--- src/rtl/pll_lock_monitor.sv ---
// PLL lock monitor: synchronises pll_lock, sequences PLL reset and the release of
// the PLL-clocked reset tree, and counts lock losses and lock timeouts.
module pll_lock_monitor #(
    parameter int unsigned RST_PULSE     = 16,
    parameter int unsigned LOCK_TIMEOUT  = 50000,
    parameter int unsigned STABLE_CYCLES = 1024,
    parameter int unsigned CNT_W         = 8
) (
    input  logic             clk,
    input  logic             rst_n,
    input  logic             pll_lock,
    input  logic             clr_cnt,
    output logic             pll_rst,
    output logic             sys_rst_n,
    output logic             locked,
    output logic [1:0]       state,
    output logic [CNT_W-1:0] loss_cnt,
    output logic [CNT_W-1:0] timeout_cnt
);

    localparam int unsigned MAX_A = (RST_PULSE > LOCK_TIMEOUT) ? RST_PULSE : LOCK_TIMEOUT;
    localparam int unsigned MAX_C = (MAX_A > STABLE_CYCLES) ? MAX_A : STABLE_CYCLES;
    localparam int unsigned CYC_W = (MAX_C > 1) ? $clog2(MAX_C) : 1;

    localparam logic [CYC_W-1:0] RST_LAST    = CYC_W'(RST_PULSE - 1);
    localparam logic [CYC_W-1:0] TIMEOUT_LAST = CYC_W'(LOCK_TIMEOUT - 1);
    localparam logic [CYC_W-1:0] STABLE_LAST = CYC_W'(STABLE_CYCLES - 1);

    typedef enum logic [1:0] {
        ST_RST       = 2'b00,
        ST_WAIT_LOCK = 2'b01,
        ST_STABLE    = 2'b10,
        ST_RUN       = 2'b11
    } state_e;

    state_e           state_q, state_d;
    logic [CYC_W-1:0] cyc_q, cyc_d;
    logic [1:0]       sync_q;
    logic             pll_rst_q, pll_rst_d;
    logic             run_q, run_d;
    logic [CNT_W-1:0] loss_q, loss_d;
    logic [CNT_W-1:0] to_q, to_d;
    logic             lock_s;
    logic             loss_inc;
    logic             to_inc;

    assign lock_s = sync_q[1];

    always_comb begin
        state_d  = state_q;
        loss_inc = 1'b0;
        to_inc   = 1'b0;
        case (state_q)
            ST_RST: begin
                if (cyc_q == RST_LAST) state_d = ST_WAIT_LOCK;
            end
            ST_WAIT_LOCK: begin
                // Lock beats a coincident timeout.
                if (lock_s) begin
                    state_d = ST_STABLE;
                end else if (cyc_q == TIMEOUT_LAST) begin
                    state_d = ST_RST;
                    to_inc  = 1'b1;
                end
            end
            ST_STABLE: begin
                if (!lock_s) begin
                    state_d = ST_WAIT_LOCK;
                end else if (cyc_q == STABLE_LAST) begin
                    state_d = ST_RUN;
                end
            end
            ST_RUN: begin
                if (!lock_s) begin
                    state_d  = ST_WAIT_LOCK;
                    loss_inc = 1'b1;
                end
            end
            default: state_d = ST_RST;
        endcase

        // The cycle counter is never consulted in RUN, so it simply holds there.
        if (state_d != state_q) begin
            cyc_d = '0;
        end else if (state_q == ST_RUN) begin
            cyc_d = cyc_q;
        end else begin
            cyc_d = cyc_q + 1'b1;
        end

        pll_rst_d = (state_d == ST_RST);
        run_d     = (state_d == ST_RUN);

        if (clr_cnt) begin
            loss_d = '0;
            to_d   = '0;
        end else begin
            loss_d = (loss_inc && (loss_q != '1)) ? loss_q + 1'b1 : loss_q;
            to_d   = (to_inc && (to_q != '1)) ? to_q + 1'b1 : to_q;
        end
    end

    always_ff @(posedge clk) begin
        if (!rst_n) begin
            state_q   <= ST_RST;
            cyc_q     <= '0;
            sync_q    <= '0;
            pll_rst_q <= 1'b1;
            run_q     <= 1'b0;
            loss_q    <= '0;
            to_q      <= '0;
        end else begin
            state_q   <= state_d;
            cyc_q     <= cyc_d;
            sync_q    <= {sync_q[0], pll_lock};
            pll_rst_q <= pll_rst_d;
            run_q     <= run_d;
            loss_q    <= loss_d;
            to_q      <= to_d;
        end
    end

    assign state       = state_q;
    assign pll_rst     = pll_rst_q;
    assign sys_rst_n   = run_q;
    assign locked      = run_q;
    assign loss_cnt    = loss_q;
    assign timeout_cnt = to_q;

endmodule

--- config.mk ---
export PLATFORM = sky130hd
export DESIGN_NAME = pll_lock_monitor
export DESIGN_NICKNAME = d
export VERILOG_FILES = /design/src/rtl/pll_lock_monitor.sv
export SDC_FILE = /design/constraint.sdc
export NUM_CORES = 1
export LEC_CHECK = 0
export ABC_AREA = 0
export CELL_PAD_IN_SITES_DETAIL_PLACEMENT = 1
export CELL_PAD_IN_SITES_GLOBAL_PLACEMENT = 2
export CORE_MARGIN = 2
export CORE_UTILIZATION = 30
export CTS_CLUSTER_DIAMETER = 40
export DETAILED_ROUTE_END_ITERATION = 10
export GPL_TIMING_DRIVEN = 0
export PLACE_DENSITY = 0.84
export SLEW_MARGIN = 20
export SYNTH_ARGS = -nofsm -noshare
export SYNTH_HDL_FRONTEND = slang
export SYNTH_SLANG_ARGS = --single-unit
--- constraint.sdc ---
create_clock -name clk -period 2.6 [get_ports clk]
set_input_delay 0.26 -clock clk [delete_from_list [all_inputs] [get_ports clk]]
set_output_delay 0.26 -clock clk [all_outputs]
set_load 0.02 [all_outputs]
==> results.md <==
Outcome:
- The flow ran to the end, and the final reports show no timing, DRC or antenna violations.

Clock tree:
- After clock tree synthesis, the repair step resized 0 gates.
- The post-CTS setup buffer count is 0.
- The total number of clock tree sinks is 38.
- The H-tree was split into 2 levels.
- No sink is reached through more buffers than the 2 on the longest clock path.
- The number of hold buffers added after CTS was 0.
- For the worst-skew pair, the clock arrives at the later sink with an insertion delay of about 0.29 ns.
- The clock tree root driver cell is sky130_fd_sc_hd__clkbuf_8.
- The TritonCTS clock tree is built.
- Clock-pin slew was measured on the worst setup and hold paths at 0.08 ns.
- The number of clock buffers added by TritonCTS is 5.

Critical path:
- The startpoint kind of the worst setup timing path is a register.
- The required arrival time at the worst endpoint is around 2.8 ns.
- STA classifies the critical path endpoint as a register.
- STA puts the critical path data arrival time at 2.40 ns.
- On the worst path, the slowest cell contributes a delay of approximately 0.64 ns.
- The largest fanout on the critical path is 10.
- The setup path with the least slack is of type register to register.
- The signal on the critical path passes through ha_1 -> and4b_1 -> nand4_1 -> a22oi_1 -> buf_2 -> a211oi_1.
- Among all stages on the critical path, the largest delay is contributed by sky130_fd_sc_hd__a22oi_1.

Placement:
- Buffers placed on the I/O ports in this run total 24.
- The congestion estimate from routability-driven global placement came to between 0.7 and 0.8.
- Once placement finished, the instance area stood at roughly 2200 µm².
- The total half-perimeter wirelength after legalization and detailed placement is roughly 3500 µm.
- The placement-stage worst setup slack is roughly 0.37 ns.

Timing:
- Setup repair after global routing left no endpoint under its margin.
- The setup TNS is 0 ns.
- The clock arrives with 0.005293 ns of skew.
- The final setup violation count is 0.
- The measured slew at the worst slew-check pin is around 0.73 ns.
- The number of endpoints with negative hold slack in the final report was 0.
- The tightest hold path in the finished design has a slack of roughly 0.44 ns.
- The final-report max-slew violation count is 0.
- The smallest clock period supported by the final layout is computed as roughly 2.2 ns.
- The worst slew margin relative to its limit is between 50% and 60%.
- Setup slack closes at approximately 0.36 ns.
- The highest clock rate is 0.4456 GHz.
- The portion of the clock cycle consumed by the worst path in the final layout is between 80% and 90%.

Final layout:
- The number of inserted diodes is 0.
- The multi-input combinational cells in the finished layout cover a total of around 1100 µm².
- Relative to the synthesized area, the layout overhead comes to 23.58%.
- The share of post-route cells with drive strength above 1 is 6.400%.
- In the layout the commonest cells are sky130_fd_sc_hd__dfxtp_1 (38), sky130_fd_sc_hd__clkdlybuf4s50_1 (24), sky130_fd_sc_hd__nand3_1 (14), sky130_fd_sc_hd__nand2_1 (14), sky130_fd_sc_hd__a21oi_1 (14).
- The area used by sequential logic in the layout is 760.7 µm².
- The final layout net count is 256.
- The final non-filler cell area is approximately 2400 µm².
- The layout has approximately 730 filler cells.
- The library cell used most frequently in the layout, excluding fill and tap cells, is sky130_fd_sc_hd__dfxtp_1.
- The utilization after layout is a little under two fifths.

Global route:
- The first global-routing pass estimated ~8300 µm of wire.
- The number of global-route vias before repair is about 1700.
- Entering global routing, the biggest net connects 14 pins.
- The sum of overflow across all layers after global routing is 0.
- The number of antenna violations at the first check in global routing is 0.
- The global-route total usage across every layer is around 14%.

Floorplanning:
- The die width is ~84 µm.
- The starting utilization of the core area is a little under a third.
- In this run the vertical extent of the chip is approximately 84 µm.
- The number of rows created at floorplan is 29.
- 25 I/O pins were placed.
- The floorplan step defined a die boundary enclosing 7023 µm².
- The core area is between 6000 and 7000 µm².

Detailed routing:
- The number of vias after detailed routing is ~1800.
- The wire length after detailed routing is about 4800 µm.
- The DRC marker count from the first detailed-route iteration is 70.
- The remaining routing DRC violations is 0.
- The first-pass iteration count of the detailed router is 4.
- Once detail routing completed, the nets flagged for antenna violations numbered 0.
- The mean number of vias per cell is 5.410.
- The average wire per standard cell is between 10 and 15 µm.

Yosys:
- After synthesis, flip-flops and latches occupy about 40% of the total area.
- The count of synthesis-stage warnings from yosys is 0.
- When the netlist entered floorplanning its net count stood at between 200 and 250.
- After synthesis, the share of flip-flops with an asynchronous set or reset is 0%.
- After synthesis, the mean cell area works out to just under 9 µm².
- The number of instances in the synthesized netlist is 218.
- The number of distinct standard cells referenced by the synthesized netlist is between 40 and 50.
- The synthesized design contains 38 register bits.
- The mapped cell area is between 1500 and 2000 µm².
- The dominant synthesized flop cell is sky130_fd_sc_hd__dfxtp_1.
- Counting flops with a built-in enable in the synthesized netlist gives 0.

Power:
- The highest ir drop seen on vdd is 0.2973 mV.
- The power density normalized to cell area is 533.0 nW/µm².
- The leakage dissipation is roughly 0.75 nW.

Job:
- Max-cap violations in this run came to 0.

Worst hold path:
- The tightest min-delay check is of the register to register type.
[Yosys cell counts (all sizes together) (6+ instances only)]
| cell type | number | area [µm²] |
|---|---|---|
| o21ai | 10 | 50.04 |
| nand2b | 6 | 37.54 |
| dfxtp | 38 | 760.7 |
| a211oi | 7 | 52.55 |
| and2 | 6 | 37.54 |
| nand3 | 14 | 70.07 |
| nand4 | 9 | 56.30 |
| nor2 | 8 | 30.03 |
| or3 | 6 | 37.54 |
| nand2 | 14 | 52.55 |
| o31ai | 7 | 52.55 |
| inv | 6 | 22.52 |
| a21oi | 14 | 70.07 |
| xor2 | 8 | 70.07 |
[routing by layer]
layer / vias to the layer above / wire [µm] / global-route usage, %
li1: 884 / - / -
met1: 865 / 2234 / 18.36
met2: 16 / 2407 / 24.87
met3: 4 / 120 / 3.066
met4: 0 / 36 / 3.079
met5: - / 0 / 0
[through the flow]
stage               cells  power (mW)
finish                327       1.259
global route          327       1.314
CTS                   327       1.274
detailed placement    319      0.7574
global placement      319      0.7576
floorplan             218      0.7199
[kinds of logic after synthesis]
kind of cell	share of synthesized area (%)
fa+ha+maj	1.965
compound gates	17.62
simple gates	29.54
xor+xnor	5.501
buf+inv	3.994
mux	1.572
flops	39.82
[worst max-delay path: cells and delay by family, from the launching register on]
| kind | cells | cell delay [ns] |
|---|---|---|
| buffers and inverters | 1 | 0.36 |
| and+or+nand+nor | 2 | 0.40 |
| AOI/OAI and AO/OA | 2 | 0.71 |
| DFF | 1 | 0.43 |
| adders and majority gates | 1 | 0.20 |
[power breakdown]
group          switching (mW)  internal (mW)  total, mW
clock                   0.229          0.286      0.515
combinational          0.0582         0.0480      0.106
sequential             0.0302          0.607      0.637
total                   0.318          0.941       1.26
[worst paths after layout]
| kind | start | to | slack [ns] | cells past startpoint |
|---|---|---|---|---|
| worst max-delay path | cyc_q[0] | cyc_q[9] | 0.36 | 6 |
| worst min-delay path | sync_q[0] | sync_q[1] | 0.44 | 1 |
| worst max register to register | cyc_q[0] | cyc_q[9] | 0.36 | 6 |
| worst min register to register | sync_q[0] | sync_q[1] | 0.44 | 1 |
[flip-flops by register name, summed over array words and instances, names as in the netlist]
signal       cells
timeout_cnt      8
sync_q           2
state            2
pll_rst          1
loss_cnt         8
locked           1
cyc_q           16
[layout make-up]
cell class                      count  area share [%]
Multi-Input combinational cell    164           45.47
Sequential cell                    38           32.22
Timing Repair Buffer               24           10.17
Tap cell                           77           4.081
Clock buffer                        5           2.915
Buffer                             10           2.279
Clock inverter                      3           1.908
Inverter                            6          0.9539
No activity file was read; power rests on OpenSTA's default activity.
==> RTL edit 1 (same settings) <==
Register the output `timeout_cnt` once more, without a reset; this adds one clock of latency there. The other outputs are not delayed to match.
--- a/src/rtl/pll_lock_monitor.sv
+++ b/src/rtl/pll_lock_monitor.sv
@@ -125,7 +125,9 @@
     assign sys_rst_n   = run_q;
     assign locked      = run_q;
     assign loss_cnt    = loss_q;
-    assign timeout_cnt = to_q;
+    always_ff @(posedge clk) begin
+        timeout_cnt <= to_q;
+    end
 
 endmodule
 
Formal check against the unedited RTL: no difference found for any inputs over 10 cycles, from zero or initial values and one cycle with rst_n low; that may be too few to reach the edited logic, so the function may still have changed.
==> RTL edit 1 against the original RTL <==
  * First-iteration DRC count shrank 54%
  * Design area up 5.9%
  * Routed wire length decreased by 3.8%
  * Setup slack better by 0.10 ns
  * Die area rose by 8.5%
  * Sequential cell count rose by 8
  * Synthesized area is 8.9% higher
  * Critical endpoint is now cyc_q[10]
Power is not compared: it rests on default switching activity, and its combinational part moved more than twofold at a synthesized area within 25%.
==> RTL edit 1: results (changes against the original RTL) <==
| Metric | Value |
|---|---|
| Run status | `complete, no violations (unchanged)` |
| Worst reg2reg setup slack | `0.46 ns (was 0.36 ns)` |
| CLK BUF | `7 (was 5)` |
| Distinct cells, synth | `50 (was 48)` |
| Inverters | `9 (was 6)` |
| Leading post-synthesis cells by cell area | `dfxtp_1 (44%), xor2_1 (4.2%), o31ai_1 (3.2%), a21oi_1 (3.1%), or4_1 (2.9%) (was dfxtp_1 (40%), a21oi_1 (3.7%), nand3_1 (3.7%), xor2_1 (3.7%), nand4_1 (2.9%))` |
| Placer congestion estimate | `0.772 (was 0.760)` |
| Slowest-stage cell, CP | `dfxtp_1 (was a22oi_1)` |
| Fin cells | `338 (was 327)` |
| Placed Instances | `331 (was 319)` |
| Min Hold Slack | `0.389 ns (was 0.443 ns)` |
| Hold Crit Depth | `0 (was 1)` |
| Metal-1 WL | `2220 µm (was 2230 µm)` |
| WHS Endpoint | `timeout_cnt[5] (was sync_q[1])` |
| RR Endpoint | `cyc_q[10] (was cyc_q[9])` |
| Grt met2 use | `0.218 (was 0.249)` |
| Dpl ws | `0.283 ns (was 0.368 ns)` |
| Mapped Cells | `227 (was 218)` |
| Crit path DAT | `2.31 ns (was 2.40 ns)` |
| Actual slew at the worst max-slew pin | `0.678 ns (was 0.732 ns)` |
| Buffering overhead | `0.116 (was 0.125)` |
| Slowest Stage Delay on Critical Path | `0.42 ns (was 0.64 ns)` |
| Register area | `921 µm² (was 761 µm²)` |
| First-pass GRT wire length | `7900 µm (was 8340 µm)` |
| Top cells by count, synth | `dfxtp_1 (46), nand2_1 (14), a21oi_1 (13) (was dfxtp_1 (38), a21oi_1 (14), nand2_1 (14), nand3_1 (14))` |
| Crit path max-delay family | `simple AND/OR/NAND/NOR gates (was compound AO/OA/AOI/OAI gates)` |
| Share of layout cells above drive strength 1 | `0.0620 (was 0.0640)` |
==> RTL edit 1: changes by cell type after synthesis, moves of 3 or more <==
cell	unedited run	this run
dfxtp_1	38	46
o21ai_0	9	4
nand3_1	14	10
a211oi_1	7	1
nand2b_1	6	2
inv_1	6	9
nor3_1	2	11
or4_1	5	8
==> RTL edit 1: worst max path at each step <==
stage                  start        end  slack [ns]
finish              cyc_q[0]  cyc_q[10]        0.46
global route        cyc_q[0]  cyc_q[10]        0.17
CTS                 cyc_q[0]  cyc_q[10]        0.28
detailed placement  cyc_q[0]  cyc_q[10]        0.28
global placement    cyc_q[0]  cyc_q[10]        0.29
floorplan            to_q[0]    to_q[2]        0.80
==> RTL edit 1: kinds of logic after synthesis <==
logic type	count (synthesis)	share of synthesized area
and+or+nand+nor	99	0.280
DFF	46	0.443
AOI/OAI and AO/OA	44	0.147
buffers and inverters	18	0.0397
xor gates and xnor gates	15	0.0631
adders and majority gates	3	0.0180
muxes	2	0.00962
==> RTL edit 2 (config.mk and constraints unchanged) <==
Made on the original files. Change the parameter `RST_PULSE` from 16 to 32.
--- a/src/rtl/pll_lock_monitor.sv
+++ b/src/rtl/pll_lock_monitor.sv
@@ -1,7 +1,7 @@
 // PLL lock monitor: synchronises pll_lock, sequences PLL reset and the release of
 // the PLL-clocked reset tree, and counts lock losses and lock timeouts.
 module pll_lock_monitor #(
-    parameter int unsigned RST_PULSE     = 16,
+    parameter int unsigned RST_PULSE     = 32,
     parameter int unsigned LOCK_TIMEOUT  = 50000,
     parameter int unsigned STABLE_CYCLES = 1024,
     parameter int unsigned CNT_W         = 8
Check against the original RTL: same outputs for any inputs over 10 cycles, from zero or initial values and one cycle with rst_n low; that may be too few to reach the edited logic, so the function may still have changed.
==> RTL edit 2 against the original RTL <==
  * Utilization increased by 0.16 points
  * Sequential cell count unchanged
  * Maximum frequency decreased by 10%
  * First-iteration DRC count increased by 7.1%
  * Design area decreased by 6.4%
  * Synthesized area decreased by 6.9%
  * Setup slack got worse by 0.25 ns
  * Routed wire length decreased by 13%
Power is not compared: it rests on default switching activity, and its combinational part moved more than twofold at a synthesized area within 25%.
==> RTL edit 2: results (changes against the original RTL) <==
| Metric | Value |
|---|---|
| Largest net degree at the start of global routing | `12 (was 14)` |
| Slew HR | `0.485 (was 0.512)` |
| First-pass GRT wire length | `7040 µm (was 8340 µm)` |
| Vias after detailed routing | `1558 (was 1769)` |
| Share of layout cells above drive strength 1 | `0.0759 (was 0.0640)` |
| N_diodes | `0 (unchanged)` |
| Seq/Total Area, Yosys | `0.428 (was 0.398)` |
| Clk_skew | `0.00644 ns (was 0.00529 ns)` |
| CTS buffer count | `5 (unchanged)` |
| Reg clk slew, reported paths | `roughly 0.070 ns` |
| GRT overflow | `0 (unchanged)` |
| Max IR drop VDD | `about 0.21 mV` |
| Antenna violations before repair | `0 (unchanged)` |
| Run status | `complete, no violations (unchanged)` |
| Drt pass-1 iters | `6 (was 4)` |
| Number of H-tree levels | `2 (unchanged)` |
| Leading post-synthesis cells by cell area | `dfxtp_1 (43%), xnor2_1 (7.9%), nor2_1 (6.3%), xor2_1 (4.9%), nand4_1 (3.9%) (was dfxtp_1 (40%), a21oi_1 (3.7%), nand3_1 (3.7%), xor2_1 (3.7%), nand4_1 (2.9%))` |
| Maximum clock insertion buffer count | `2 (unchanged)` |
| FFs w/ async S/R, synth | `0 (unchanged)` |
| Clk_lat worst skew | `0.29 ns (about the same)` |
| EDFF count, synth | `0 (unchanged)` |
| Worst Path Max Fanout | `8 (was 10)` |
| Number of global-route vias before repair | `1490 (was 1717)` |
| Per-cell routed wire length | `13.4 µm (was 14.7 µm)` |
| Synth Net Count | `212 (was 225)` |
| Top reg by flops | `cyc_q (unchanged)` |
| Buffers added on ports | `24 (unchanged)` |
| Final net count | `243 (was 256)` |
| Crit path DAT | `2.72 ns (was 2.40 ns)` |
| Placer congestion estimate | `0.739 (was 0.760)` |
| Top cells by count, synth | `dfxtp_1 (38), nor2_1 (30), nand2_1 (17) (was dfxtp_1 (38), a21oi_1 (14), nand2_1 (14), nand3_1 (14))` |
| Tot GR Track Use | `0.136 (was 0.144)` |
| Hold WC Path Type | `flip-flop to flip-flop (unchanged)` |
| Clk root buf | `clkbuf_8 (unchanged)` |
| Starting DRT DRC Count | `75 (was 70)` |
| Dpl hpwl | `3080 µm (was 3550 µm)` |
| Distinct cells, synth | `40 (was 48)` |
| Dpl ws | `0.0788 ns (was 0.368 ns)` |
RTL edit 2: critical path: stages, from the launching register on:
cell,delay [ns]
dfxtp_2,0.35
or4_4,0.55
or4_4,0.55
buf_6,0.15
or2_1,0.24
or4_1,0.47
a21oi_1,0.12
RTL edit 2: what timing repair did:
action	in CTS	in global routing
resized for setup	0	3
hold endpoints to repair	0	0
endpoints found under the setup margin	0	2
RTL edit 2: cell families (layout without fill, tap and decap cells):
family	count (synthesis)	after routing	share of synthesized area
and+or+nand+nor	104	104	0.303
AOI/OAI and AO/OA	21	21	0.0795
buffers and inverters	11	43	0.0295
muxes	2	2	0.0113
xor gates and xnor gates	26	26	0.128
DFF	38	38	0.428
adders and majority gates	3	3	0.0211
RTL edit 2: path summary, 6_finish.rpt:
| check | start | to | slack [ns] |
|---|---|---|---|
| worst max register to register | cyc_q[5] | timeout_cnt[7] | 0.11 |
| worst min-delay path | sync_q[0] | sync_q[1] | 0.44 |
| worst max-delay path | cyc_q[5] | timeout_cnt[7] | 0.11 |
| worst min register to register | sync_q[0] | sync_q[1] | 0.44 |
RTL edit 2: cell type report:
cell class                      count  area [µm²]
Sequential cell                    38         763
Clock buffer                        7        86.3
Timing Repair Buffer               24         240
Clock inverter                      1        5.00
Tap cell                           75        93.8
Buffer                              5        30.0
Fill cell                         693        3610
Inverter                            6        22.5
Multi-Input combinational cell    156         968
RTL edit 2: routing by layer:
layer / wire length, µm / vias to the layer above / track usage / share of wire
met5: 0 / - / 0 / 0
li1: - / 785 / - / -
met1: 2050 / 736 / 0.180 / 0.49
met3: 123 / 9 / 0.0278 / 0.029
met4: 96 / 0 / 0.0610 / 0.023
met2: 1910 / 28 / 0.212 / 0.46
RTL edit 2: power by group:
part           leakage, nW  switching (W)  internal, W   total, W
sequential           0.308     0.00000725     0.000587   0.000594
clock               0.0482       0.000206     0.000214   0.000420
combinational        0.348      0.0000198    0.0000165  0.0000363
RTL edit 2: stage by stage:
step                utilization  hold WS (ns)  area (µm²)  std cells
detailed placement        0.363         0.436        2110        304
finish                    0.380         0.440        2210        312
CTS                       0.379         0.447        2200        312
global placement          0.363         0.416        2110        304
floorplan                     -         0.382        1780        205
global route              0.380         0.449        2210        312
